==> src/rtl/ex_hazard_pipe.sv <==
// EX-stage hazard pipeline: holds the ID/EX, EX/MEM and MEM/WB destination/control fields,
// resolves load-use stalls, branch flushes and memory-wait freezes, and counts stall cycles.
module ex_hazard_pipe #(
    parameter int unsigned CNT_WIDTH   = 16,
    parameter int unsigned MEM_TIMEOUT = 64
) (
    input  logic                 i_clk,
    input  logic                 i_rst,
    input  logic                 i_ID_valid,
    input  logic [4:0]           i_ID_Rs,
    input  logic [4:0]           i_ID_Rt,
    input  logic [4:0]           i_ID_write_register,
    input  logic                 i_ID_reg_write,
    input  logic                 i_ID_mem_read,
    input  logic                 i_ID_mem_write,
    input  logic                 i_EX_branch_taken,
    input  logic                 i_mem_ready,
    output logic [4:0]           o_ID_EX_Rs,
    output logic [4:0]           o_ID_EX_Rt,
    output logic [4:0]           o_write_register_MEM,
    output logic [4:0]           o_write_register_WB,
    output logic                 o_EX_MEM_reg_write,
    output logic                 o_MEM_WB_reg_write,
    output logic                 o_pc_write,
    output logic                 o_IF_ID_write,
    output logic                 o_IF_ID_flush,
    output logic [CNT_WIDTH-1:0] o_stall_cycles,
    output logic                 o_mem_timeout
);

    localparam int unsigned RW     = 5;
    localparam int unsigned WAIT_W = $clog2(MEM_TIMEOUT + 1);

    typedef struct packed {
        logic [RW-1:0] rs;
        logic [RW-1:0] rt;
        logic [RW-1:0] wr;
        logic          reg_write;
        logic          mem_read;
        logic          mem_write;
    } id_ex_t;

    typedef struct packed {
        logic [RW-1:0] wr;
        logic          reg_write;
        logic          mem_read;
        logic          mem_write;
    } ex_mem_t;

    typedef struct packed {
        logic [RW-1:0] wr;
        logic          reg_write;
    } mem_wb_t;

    id_ex_t               id_ex;
    id_ex_t               id_ex_next;
    ex_mem_t              ex_mem;
    mem_wb_t              mem_wb;
    logic                 freeze;
    logic                 load_use;
    logic                 branch;
    logic                 lu_stall;
    logic [WAIT_W-1:0]    wait_cnt;
    logic [CNT_WIDTH-1:0] stall_cnt;
    logic                 timeout;

    // Hazard decode; priority is freeze > branch > load-use.
    always_comb begin
        freeze        = (ex_mem.mem_read | ex_mem.mem_write) & ~i_mem_ready;
        load_use      = i_ID_valid & id_ex.mem_read & (id_ex.wr != '0) &
                        ((id_ex.wr == i_ID_Rs) | (id_ex.wr == i_ID_Rt));
        branch        = i_EX_branch_taken & ~freeze;
        lu_stall      = load_use & ~freeze & ~i_EX_branch_taken;
        o_pc_write    = ~i_rst & ~freeze & ~lu_stall;
        o_IF_ID_write = ~i_rst & ~freeze & ~lu_stall;
        o_IF_ID_flush = i_rst | branch;
    end

    // ID/EX load value: bubble on invalid ID, branch flush or load-use stall.
    always_comb begin
        id_ex_next = '0;
        if (i_ID_valid && !branch && !lu_stall) begin
            id_ex_next.rs        = i_ID_Rs;
            id_ex_next.rt        = i_ID_Rt;
            id_ex_next.wr        = i_ID_write_register;
            id_ex_next.reg_write = i_ID_reg_write & (i_ID_write_register != '0);
            id_ex_next.mem_read  = i_ID_mem_read;
            id_ex_next.mem_write = i_ID_mem_write;
        end
    end

    always_ff @(posedge i_clk or posedge i_rst) begin
        if (i_rst) begin
            id_ex  <= '0;
            ex_mem <= '0;
            mem_wb <= '0;
        end else if (!freeze) begin
            id_ex            <= id_ex_next;
            ex_mem.wr        <= id_ex.wr;
            ex_mem.reg_write <= id_ex.reg_write;
            ex_mem.mem_read  <= id_ex.mem_read;
            ex_mem.mem_write <= id_ex.mem_write;
            mem_wb.wr        <= ex_mem.wr;
            mem_wb.reg_write <= ex_mem.reg_write;
        end
    end

    // Saturating stall counter and consecutive memory-wait tracking with sticky timeout.
    always_ff @(posedge i_clk or posedge i_rst) begin
        if (i_rst) begin
            stall_cnt <= '0;
            wait_cnt  <= '0;
            timeout   <= 1'b0;
        end else begin
            if (!o_pc_write && (stall_cnt != '1)) begin
                stall_cnt <= stall_cnt + CNT_WIDTH'(1);
            end
            if (freeze) begin
                if (wait_cnt != WAIT_W'(MEM_TIMEOUT)) begin
                    wait_cnt <= wait_cnt + WAIT_W'(1);
                end
                if (wait_cnt >= WAIT_W'(MEM_TIMEOUT - 1)) begin
                    timeout <= 1'b1;
                end
            end else begin
                wait_cnt <= '0;
            end
        end
    end

    assign o_ID_EX_Rs           = id_ex.rs;
    assign o_ID_EX_Rt           = id_ex.rt;
    assign o_write_register_MEM = ex_mem.wr;
    assign o_write_register_WB  = mem_wb.wr;
    assign o_EX_MEM_reg_write   = ex_mem.reg_write;
    assign o_MEM_WB_reg_write   = mem_wb.reg_write;
    assign o_stall_cycles       = stall_cnt;
    assign o_mem_timeout        = timeout;

endmodule

==> config.mk <==
export PLATFORM = sky130hd
export DESIGN_NAME = ex_hazard_pipe
export DESIGN_NICKNAME = d
export VERILOG_FILES = /design/src/rtl/ex_hazard_pipe.sv
export SDC_FILE = /design/constraint.sdc
export NUM_CORES = 1
export LEC_CHECK = 0
export CELL_PAD_IN_SITES_DETAIL_PLACEMENT = 1
export CELL_PAD_IN_SITES_GLOBAL_PLACEMENT = 1
export CORE_ASPECT_RATIO = 0.8
export CORE_MARGIN = 4
export CORE_UTILIZATION = 43
export CTS_CLUSTER_SIZE = 10
export DETAILED_ROUTE_END_ITERATION = 10
export DONT_BUFFER_PORTS = 1
export GPL_TIMING_DRIVEN = 0
export PLACE_DENSITY = 0.79
export RECOVER_POWER = 25
export SYNTH_ARGS = -nofsm -noshare
export SYNTH_HDL_FRONTEND = slang
export SYNTH_SLANG_ARGS = --single-unit
==> constraint.sdc <==
create_clock -name i_clk -period 2 [get_ports i_clk]
set_input_delay 0.4 -clock i_clk [delete_from_list [all_inputs] [get_ports i_clk]]
set_output_delay 0.4 -clock i_clk [all_outputs]
set_load 0.05 [all_outputs]
==> results of run 1 <==
==> per-layer routing <==
metal / routed length (um) / track usage [%] / share of wire, % / vias up
li1: - / - / - / 904
met1: 2990 / 25.4 / 43 / 1006
met2: 3520 / 31.6 / 51 / 39
met3: 381 / 4.46 / 5.5 / 2
met4: 34 / 4.32 / 0.49 / 0
met5: 0 / 0 / 0 / -
==> repair_timing <==
action                                  CTS  global route
gates resized for setup                  30            22
setup buffers                            10             6
pin swaps                                 5             7
cloned                                    1             0
endpoints found under the setup margin   11            26
==> state kept, by name, summed over array words and instances, names as in the netlist <==
register and cells:
o_mem_timeout 1, wait_cnt 7, o_write_register_MEM 5, ex_mem 2, o_ID_EX_Rs 5, o_EX_MEM_reg_write 1
o_ID_EX_Rt 5, id_ex 8, o_write_register_WB 5, o_stall_cycles 16, o_MEM_WB_reg_write 1
==> critical path: cells and delay by family (launching register included) <==
family | cells | cell delay, ns
compound gates | 2 | 0.37
simple gates | 1 | 0.21
buf+inv | 3 | 0.65
flops | 1 | 0.46
xor+xnor | 1 | 0.16
==> area by class of cell <==
type                            instances  area (um2)
Clock inverter                          3        90.1
Buffer                                 23         190
Inverter                                4        22.5
Multi-Input combinational cell        172        1170
Clock buffer                            5        68.8
Tap cell                               81         101
Timing Repair inverter                  1        5.00
Timing Repair Buffer                   15         136
Sequential cell                        56        1420
Fill cell                             628        2700
==> through the flow <==
| step | instances | total power, uW | setup slack, ns | utilization [%] |
|---|---|---|---|---|
| 3_3_place_gp | 337 | 2250 | -0.536 | 46.5 |
| 3_5_place_dp | 337 | 2280 | -0.526 | 46.5 |
| 4_1_cts | 356 | 3360 | -0.615 | 52.0 |
| 6_report | 360 | 3440 | -0.558 | 54.3 |
| 2_1_floorplan | 256 | 2160 | -0.158 | - |
| 5_1_grt | 360 | 3580 | -0.665 | 54.3 |
==> power by group through the flow <==
stage	Clock [uW]	Sequential, uW	Combinational [uW]
after floorplan	0	1710	443
after global placement	0	1750	503
after detailed placement	0	1760	520
after CTS	1020	1760	592
after global routing	1070	1800	716
final	1010	1780	656
==> logic make-up after synthesis <==
kind of cell / count (synthesis)
buf+inv: 28
flops: 56
xor+xnor: 24
fa+ha+maj: 3
compound gates: 37
simple gates: 106
mux: 2
==> cells in the final DEF, fill, tap and decap left out, types with 3 or more instances in the layout <==
cell        n
nand2_1    45
nand4_1     4
o21ai_0     3
buf_6       3
bufinv_16   3
dfrtp_1    43
xnor2_1    10
dfrtp_2    12
a21oi_2     5
buf_4      27
nor2_1     13
buf_8       3
nor2_2      3
clkbuf_8    6
a21oi_1     5
a22o_1     17
xor2_1     13
nand2_4     3
and3_1      5
nand3_1    10
clkbuf_1    3
nand2b_1    4
==> final timing paths <==
check	startpoint	endpoint	depth (start not counted)
max	id_ex[4]$_DFFE_PP0N_	o_pc_write	7
min	i_rst	o_write_register_MEM[4]$_DFFE_PP0N_	1
max reg2reg	id_ex[4]$_DFFE_PP0N_	o_stall_cycles[8]$_DFFE_PP0P_	8
min reg2reg	o_write_register_MEM[1]$_DFFE_PP0N_	o_write_register_MEM[1]$_DFFE_PP0N_	2
max in group asynchronous	i_rst	o_stall_cycles[0]$_DFFE_PP0P_	1
min in group i_clk	i_ID_write_register[1]	id_ex[4]$_DFFE_PP0N_	1
==> reports/metrics.yaml, run 1 <==
status:
  status: "finished with violations"
  violations: "negative setup slack"
power_and_ir_drop:
  p_per_area_nw_per_um2: 1070
  p_clk_share_pct: 29.3
  seq_power_share_pct: 51.6
  p_leak_uw: 0.00150
  p_int_uw: 2190
  combPwrFrac_pct: 19.1
  swShare_pct: 36.2
  switchingPower_uw: 1240
  irDropWorstVdd_mv: 0.638
timing:
  setup_slack_ns: -0.558
  hold_viol: 0
  rsz0062_at_grt: "yes"
  clock_skew_ns: 0.0173
  max_slew.worst_pin.slew_ns: 1.35
  slew_viol_final: 0
  timing.fmax_ghz: 0.391
  fin_crit_sh_pct: 128
  setup_viol: 6
  slew-limit-headroom_pct: 9.56
  min_period_ns: 2.56
  finalSetupTns_ns: -0.986
  whs_ns: 0.0459
run:
  drv_cap: 0
routing:
  firstDrtPassIters: 4
  drc: 0
  routed_wl_um: 6930
  avgViaCountPerCell: 5.42
  drt_iter0_markers: 84
  wire_per_inst_um: 19.2
  ant_nets: 0
  vias: 1951
final_layout:
  area_growth_pct: 22.5
  final_nets: 304
  n_antenna_cell: 0
  design_area_um2: 3210
  drive_above_1_share_pct: 31.5
logic_synthesis:
  yosys.area_share.simple_pct: 19.1
  synthTopCellsByCount: "dfrtp_1 (56), nand2_1 (50), a22o_1 (17), buf_4 (17), nor2_1 (16)"
  synth-edff-count: 0
  synth_most_common_cell: "dfrtp_1"
  synthMuxAreaShare_pct: 0.860
  synthesis.nets: 282
  ys_seq_area_share_pct: 53.5
  async_flop_share_pct: 100
  ys_types: 35
  yosys.area.top_type_share_pct: 53.5
  synth_xor_area_share_pct: 8.03
  netlist_area_um2: 2620
  yosysTopAreaCell: "dfrtp_1"
  synth_top_family_by_area: "simple AND/OR/NAND/NOR gates"
  synth-compound-area-share_pct: 10.3
  ys_ff_latch: 56
  synth_area_leaders: "dfrtp_1 (54%), nand2_1 (7.2%), a22o_1 (5.7%), buf_4 (4.9%), xor2_1 (4.3%)"
  synth_fa_ha_area_share_pct: 1.43
  synthCells: 256
  synth_flop_cell: "dfrtp_1"
  syn_area_per_cell_um2: 10.2
  ys_warn_count: 0
critical_path:
  cp-end-kind: "output pin"
  crit_path_start_kind: "register"
  reg2reg_slack_ns: -0.03
  crit_fanout: 5
  required_ns: 1.60
  crit_slowest_cell: "dfrtp_2"
  crit_type: "register to output pin"
  path_cells: "xor2_1 > nor3_2 > a22oi_2 > o31ai_4 > buf_6 > clkinvlp_4 > buf_8"
  max_stage_delay_ns: 0.46
  cp.arrival_ns: 2.16
global_routing:
  grt_pass1_vias: 2162
  gr-usage-all-layers_pct: 19.1
  grt_pass1_wl_um: 11100
  grt_start_max_net_pins: 30
  antenna_found_initial: 0
  overflow: 0
die:
  row_count: 25
  start_util_pct: 44.3
  fp.dieW_um: 95.3
  core_um2: 5910
  io_pins: 65
  dieArea_um2: 7410
  die_height_um: 77.8
place:
  port_buffers: 0
  placed_area_um2: 2750
  gp_congestion: 0.794
  dp_hpwl_um: 4410
cts:
  htree_levels: 2
  ctsHoldBuffers: 0
  cts.sinks: 56
  clkLatencyLatePin_ns: 0.31
  cts_buffer_depth: 2
  cts_tree: "built"
  clk_pin_slew_ns: 0.11
  root_buffer: "clkbuf_8"
  cts_buffers: 5
worst_hold_path:
  min_path_type: "input pin to async pin"
Note: power is estimated with default switching activity, not from simulation.
==> run 2: changes to the inputs <==
--- a/config.mk
+++ b/config.mk
@@ -5,6 +5,7 @@
 export SDC_FILE = /design/constraint.sdc
 export NUM_CORES = 1
 export LEC_CHECK = 0
+export CAP_MARGIN = 15
 export CELL_PAD_IN_SITES_DETAIL_PLACEMENT = 1
 export CELL_PAD_IN_SITES_GLOBAL_PLACEMENT = 1
 export CORE_ASPECT_RATIO = 0.8
@@ -16,6 +17,7 @@
 export GPL_TIMING_DRIVEN = 0
 export PLACE_DENSITY = 0.79
 export RECOVER_POWER = 25
+export SKIP_LAST_GASP = 1
 export SYNTH_ARGS = -nofsm -noshare
 export SYNTH_HDL_FRONTEND = slang
 export SYNTH_SLANG_ARGS = --single-unit
==> constraint.sdc (replaced) <==
create_clock -name i_clk -period 2 [get_ports i_clk]
set_input_delay 0.4 -clock i_clk [delete_from_list [all_inputs] [get_ports i_clk]]
set_output_delay 0.4 -clock i_clk [all_outputs]
set_load 0.01 [all_outputs]
==> run 2 against run 1 <==
Against the previous run: the run still ends with negative setup slack left; power decreased by 20%; clock-buffer cell count did not move; clock skew shrank 0.0084 ns; flip-flop and latch count unchanged; combinational power decreased by 21%; design area decreased by 2.6%; critical path type unchanged; largest cell class unchanged.
==> reports/metrics.yaml, run 2 (synthesized netlist as in run 1, its figures left out) <==
die:
  fp.dieW_um: 95.3  # unchanged
  start_util_pct: 44.3  # unchanged
  io_pins: 65  # unchanged
  core_um2: 5910  # unchanged
  die_height_um: 77.8  # unchanged
  dieArea_um2: 7410  # unchanged
  row_count: 25  # unchanged
routing:
  routed_wl_um: 7090  # +2.4%
  vias: 2000  # +2.5%
  drt_iter0_markers: 51  # -39%
  drc: 0  # unchanged
  firstDrtPassIters: 4  # unchanged
  ant_nets: 0  # unchanged
  wire_per_inst_um: 19.3  # +0.18%
  avgViaCountPerCell: 5.43  # +0.28%
timing:
  setup_slack_ns: -0.332  # +0.225 ns
  clock_skew_ns: 0.00895  # -0.00836 ns
  max_slew.worst_pin.slew_ns: 0.910  # -0.440 ns
  slew-limit-headroom_pct: 39.4  # +30 points
  whs_ns: 0.205  # +0.159 ns
  slew_viol_final: 0  # unchanged
  min_period_ns: 2.33  # -0.225 ns
  hold_viol: 0  # unchanged
  rsz0062_at_grt: "yes"
  finalSetupTns_ns: -0.971  # +0.0149 ns
  setup_viol: 16  # +10
  timing.fmax_ghz: 0.429  # +9.7%
  fin_crit_sh_pct: 117  # -11 points
critical_path:
  max_stage_delay_ns: 0.40  # -0.06 ns
  crit_fanout: 2  # -3
  reg2reg_slack_ns: -0.09  # -0.06 ns
  required_ns: 1.60  # about the same
  cp-end-kind: "output pin"
  r2r_end: "o_stall_cycles[14]$_DFFE_PP0P_"
  crit_slowest_cell: "dfrtp_1"
  reg2reg_from: "ex_mem[1]$_DFFE_PP0N_"
  crit_path_start_kind: "register"
  path_cells: "nor2_1 > or2_2 > nand3b_1 > o31ai_4 > buf_6 > inv_4 > buf_6"
  crit_type: "register to output pin"
  r2r_cells: 7  # -1
  cp.arrival_ns: 1.93  # -0.23 ns
  crit_top_cell: "buf_6"
worst_hold_path:
  whs_endpoint: "o_ID_EX_Rt[2]$_DFFE_PP0N_"
  hold_path.startpoint: "i_ID_Rt[2]"
  min_path_type: "input pin to register"
  min_path_cells: 1
power_and_ir_drop:
  p_leak_uw: 0.00151  # +0.63%
  power.total_uw: 2750  # -20%
  p_per_area_nw_per_um2: 881  # -18%
  irDropWorstVdd_mv: 0.531  # -17%
global_routing:
  grt_pass1_vias: 2146  # -0.74%
  grt_pass1_wl_um: 11600  # +4.7%
  overflow: 0  # unchanged
  gr-usage-met1_pct: 27.5  # +2.2 points
  antenna_found_initial: 0  # unchanged
  grt_busiest_layer: "met2"
  met3_usage_pct: 4.84  # +0.39 points
  use_met2_pct: 32.4  # +0.84 points
  gr-usage-all-layers_pct: 20.5  # +1.4 points
  grt_start_max_net_pins: 39  # +30%
cts:
  htree_levels: 2  # unchanged
  root_buffer: "clkbuf_8"
  cts_buffers: 5  # unchanged
  cts_buffer_depth: 2  # unchanged
  cts_tree: "built"
  clk_pin_slew_ns: 0.10  # about the same
  clkLatencyLatePin_ns: 0.32  # about the same
  cts.sinks: 56  # unchanged
final_layout:
  multiInputGateArea_um2: 1090  # -7.0%
  utilization_pct: 52.9  # -1.4 points
  largest_register_ffs: 16  # unchanged
  n_fill_cell: 657  # +4.6%
  final-seq-area_um2: 1410  # -0.79%
  layout_commonest_cell: "dfrtp_1"
  mostFrequentLayoutCells: "dfrtp_1 (50), nand2_1 (47), buf_4 (34), a22o_1 (17), nor2_1 (15)"
  n_antenna_cell: 0  # unchanged
  final_cells: 368  # +2.2%
  final_nets: 312  # +2.6%
  drive_above_1_share_pct: 25.1  # -6.5 points
  area_growth_pct: 19.4
place:
  dp_hpwl_um: 4640  # +5.4%
  gp_congestion: 0.829  # +4.4%
  place_inst: 338  # +0.30%
  port_buffers: 0  # unchanged
status:
  violations: "negative setup slack"
  status: "finished with violations"
run:
  drv_cap: 0  # unchanged
==> run 2: critical path, delay by kind of cell, from the launching register on <==
| family | cells | cell delay [ns] |
|---|---|---|
| AO/OA/AOI/OAI | 1 | 0.37 |
| flip-flops | 1 | 0.40 |
| buffers and inverters | 3 | 0.30 |
| AND/OR/NAND/NOR | 3 | 0.54 |
==> run 2: layer usage <==
metal	vias up	wire [um]
li1	915	-
met5	-	0
met1	1027	3070
met4	0	92
met2	51	3570
met3	7	360
==> run 2: repair_timing <==
action,in CTS,in global routing
hold buffers,2,0
buffers inserted,9,12
setup endpoints to repair,5,47
gates resized for setup,21,13
pin swaps,5,4
gates cloned,0,1
endpoints found under the hold margin,19,0
==> run 2: how the worst max path moves through the flow <==
| stage | start | end | slack, ns | depth (start not counted) |
|---|---|---|---|---|
| after global placement | i_rst | o_IF_ID_flush | -0.31 | 2 |
| after detailed placement | id_ex[5]$_DFFE_PP0N_ | o_pc_write | -0.24 | 7 |
| after CTS | id_ex[5]$_DFFE_PP0N_ | o_pc_write | -0.32 | 6 |
| after floorplan | id_ex[3]$_DFFE_PP0N_ | o_pc_write | 0.02 | 6 |
| after global routing | ex_mem[0]$_DFFE_PP0N_ | o_pc_write | -0.44 | 7 |
| final | ex_mem[1]$_DFFE_PP0N_ | o_pc_write | -0.33 | 7 |
==> run 2: cell type report <==
cell class	count	area share (%)
plain buffers	23	5.96
clock buffers	5	2.20
clock inverters	3	1.36
inverters	4	0.600
multi-input cells	172	34.9
flip-flops and latches	56	45.1
well taps	81	3.24
repair buffers	24	6.65
==> run 2: where the power goes <==
part	internal, uW	leakage [uW]	switching (uW)	total, uW
Sequential	1270	0.000745	197	1470
Clock	372	0.0000541	396	768
Combinational	252	0.000715	264	516
Total	1890	0.00151	857	2750
==> run 2: through the flow <==
stage,worst slack [ns],cell area (um2)
6_report,-0.332,3130
5_1_grt,-0.439,3130
4_1_cts,-0.324,3000
3_5_place_dp,-0.242,2750
3_3_place_gp,-0.309,2730
2_1_floorplan,0.0181,2630
==> run 3: changes to the inputs <==
--- a/config.mk
+++ b/config.mk
@@ -14,7 +14,6 @@
 export CTS_CLUSTER_SIZE = 10
 export DETAILED_ROUTE_END_ITERATION = 10
 export DONT_BUFFER_PORTS = 1
-export GPL_TIMING_DRIVEN = 0
 export PLACE_DENSITY = 0.79
 export RECOVER_POWER = 25
 export SKIP_LAST_GASP = 1
==> run 3 against run 2 <==
Against the previous run: setup slack improved by 0.15 ns; global-route usage fell by 2.8 points; sequential share of layout area rose by 3.7 points; combinational power fell by 6.8%; clock skew barely moved; the flow still finishes with violations (negative setup slack); first-iteration DRC count rose by 51%.
==> reports/metrics.yaml, run 3 (synthesized netlist as in run 1, its figures left out) <==
status:
  violations: "negative setup slack"
  status: "finished with violations"
timing:
  rsz0062_at_grt: "yes"
  timing.fmax_ghz: 0.457  # +6.7%
  slew-limit-headroom_pct: 8.60  # -31 points
  min_period_ns: 2.19  # -0.146 ns
  clock_skew_ns: 0.00895  # +0.00000691 ns
  slew_viol_final: 0  # unchanged
  fin_crit_sh_pct: 109  # -7.3 points
  finalSetupTns_ns: -0.623  # +0.348 ns
  max_slew.worst_pin.slew_ns: 1.37  # +0.461 ns
  setup_slack_ns: -0.187  # +0.146 ns
  hold_viol: 0  # unchanged
  setup_viol: 9  # -7
final_layout:
  n_antenna_cell: 0  # unchanged
  area_growth_pct: 10.1
  final_nets: 286  # -8.3%
  largest_register_ffs: 16  # unchanged
  n_fill_cell: 655  # -0.30%
  utilization_pct: 48.8  # -4.1 points
  final_cells: 342  # -7.1%
  drive_above_1_share_pct: 17.2  # -7.8 points
  mostFrequentLayoutCells: "dfrtp_1 (53), nand2_1 (49), a22o_1 (17), buf_4 (16), nor2_1 (14)"
  layout_commonest_cell: "dfrtp_1"
routing:
  firstDrtPassIters: 4  # unchanged
  routed_wl_um: 6300  # -11%
  ant_nets: 0  # unchanged
  avgViaCountPerCell: 5.48  # +0.77%
  drt_iter0_markers: 77  # +51%
  vias: 1873  # -6.4%
  wire_per_inst_um: 18.4  # -4.4%
  drc: 0  # unchanged
power_and_ir_drop:
  seq_power_share_pct: 56.4  # +3.1 points
  irDropWorstVdd_mv: 0.385  # -28%
  combPwrFrac_pct: 18.7  # about the same
  p_per_area_nw_per_um2: 893  # +1.4%
  swShare_pct: 31.3  # +0.12 points
  switchingPower_uw: 805  # -6.1%
  p_int_uw: 1770  # -6.7%
  p_leak_uw: 0.00137  # -9.6%
  p_clk_share_pct: 24.9  # -3.0 points
place:
  gp_congestion: 0.852  # +2.8%
  dp_hpwl_um: 4370  # -5.9%
  place_inst: 325  # -3.8%
  port_buffers: 0  # unchanged
cts:
  root_buffer: "clkbuf_8"
  cts_tree: "built"
  cts.sinks: 56  # unchanged
  cts_buffer_depth: 2  # unchanged
  htree_levels: 2  # unchanged
  clk_pin_slew_ns: 0.10  # about the same
  ctsHoldBuffers: 0  # -2
  cts_buffers: 5  # unchanged
  clkLatencyLatePin_ns: 0.31  # about the same
die:
  fp.dieW_um: 95.3  # unchanged
  start_util_pct: 44.3  # unchanged
  core_um2: 5910  # unchanged
  row_count: 25  # unchanged
  die_height_um: 77.8  # unchanged
  dieArea_um2: 7410  # unchanged
  io_pins: 65  # unchanged
global_routing:
  grt_start_max_net_pins: 57  # +46%
  overflow: 0  # unchanged
  grt_pass1_vias: 1970  # -8.2%
  gr-usage-all-layers_pct: 17.8  # -2.8 points
  grt_pass1_wl_um: 10200  # -12%
  antenna_found_initial: 0  # unchanged
critical_path:
  required_ns: 1.60  # about the same
  crit_path_start_kind: "register"
  cp.arrival_ns: 1.79  # -0.14 ns
  cp-end-kind: "output pin"
  crit_type: "register to output pin"
  crit_fanout: 5  # +3
worst_hold_path:
  min_path_type: "input pin to register"
run:
  drv_cap: 0  # unchanged
-- run 3: cell types whose count changed in the layout (fill, tap and decap cells not counted), sizes merged --
cell,before,now
bufinv,1,0
buf,41,20
dlymetal6s4s,1,0
clkinv,1,2
clkinvlp,2,1
clkbuf,9,7
dlygate4sd3,1,0
-- run 3: worst max-delay path, stage by stage, from the launching register on --
cell     delay (ns)
dfrtp_2        0.46
or4_4          0.56
o21ai_4        0.18
o31ai_4        0.11
inv_2          0.07
buf_6          0.11
-- run 3: timing repair --
item	CTS	global route
endpoints found under the setup margin	7	37
buffers inserted	4	6
pin swaps	3	7
hold endpoints to repair	0	0
gates cloned	0	0
gates resized for setup	7	8
-- run 3: area by class of cell --
class | count | area [um2] | share of cell area, %
clock buffer | 6 | 82.6 | 2.86
timing repair buffer | 21 | 179 | 6.21
tap | 81 | 101 | 3.52
clock inverter | 2 | 10.0 | 0.347
sequential | 56 | 1410 | 48.7
inverter | 4 | 18.8 | 0.651
multi-input combinational | 172 | 1090 | 37.7
-- run 3: layer usage --
layer	GRT usage, %	share of wire [%]	vias up
li1	-	-	861
met1	22.8	43	952
met2	27.8	49	51
met3	5.81	6.6	9
met4	6.48	1.6	0
met5	0	0	-
-- run 3: path summary, 6_finish.rpt --
kind                                                  end  slack [ns]                 start  cells after the start
hold reg to reg                      id_ex[2]$_DFFE_PP0N_        0.51  id_ex[2]$_DFFE_PP0N_                      1
min in group asynchronous   o_stall_cycles[7]$_DFFE_PP0P_        0.45                 i_rst                      2
setup / recovery                               o_pc_write       -0.19  id_ex[3]$_DFFE_PP0N_                      5
hold / removal                  o_ID_EX_Rt[2]$_DFFE_PP0N_        0.21            i_ID_Rt[2]                      1
setup reg to reg           o_stall_cycles[14]$_DFFE_PP0P_       -0.09  id_ex[4]$_DFFE_PP0N_                      7
max in group asynchronous            id_ex[4]$_DFFE_PP0N_        0.64                 i_rst                      2
-- run 3: through the flow --
step	instance area [um2]	power [uW]	setup WS [ns]	hold slack, ns
after floorplan	2630	1780	0.0181	0.446
after global placement	2660	1880	0.0242	0.476
after detailed placement	2660	1900	-0.0505	0.481
after CTS	2800	2570	-0.281	0.200
after global routing	2880	2730	-0.253	0.192
final	2880	2570	-0.187	0.211
-- run 3: power groups by stage --
stage               Combinational, uW  Sequential [uW]  Clock, uW
floorplan                         337             1440          0
CTS                               456             1450        665
detailed placement                432             1470          0
finish                            481             1450        640
global route                      542             1480        712
global placement                  412             1460          0
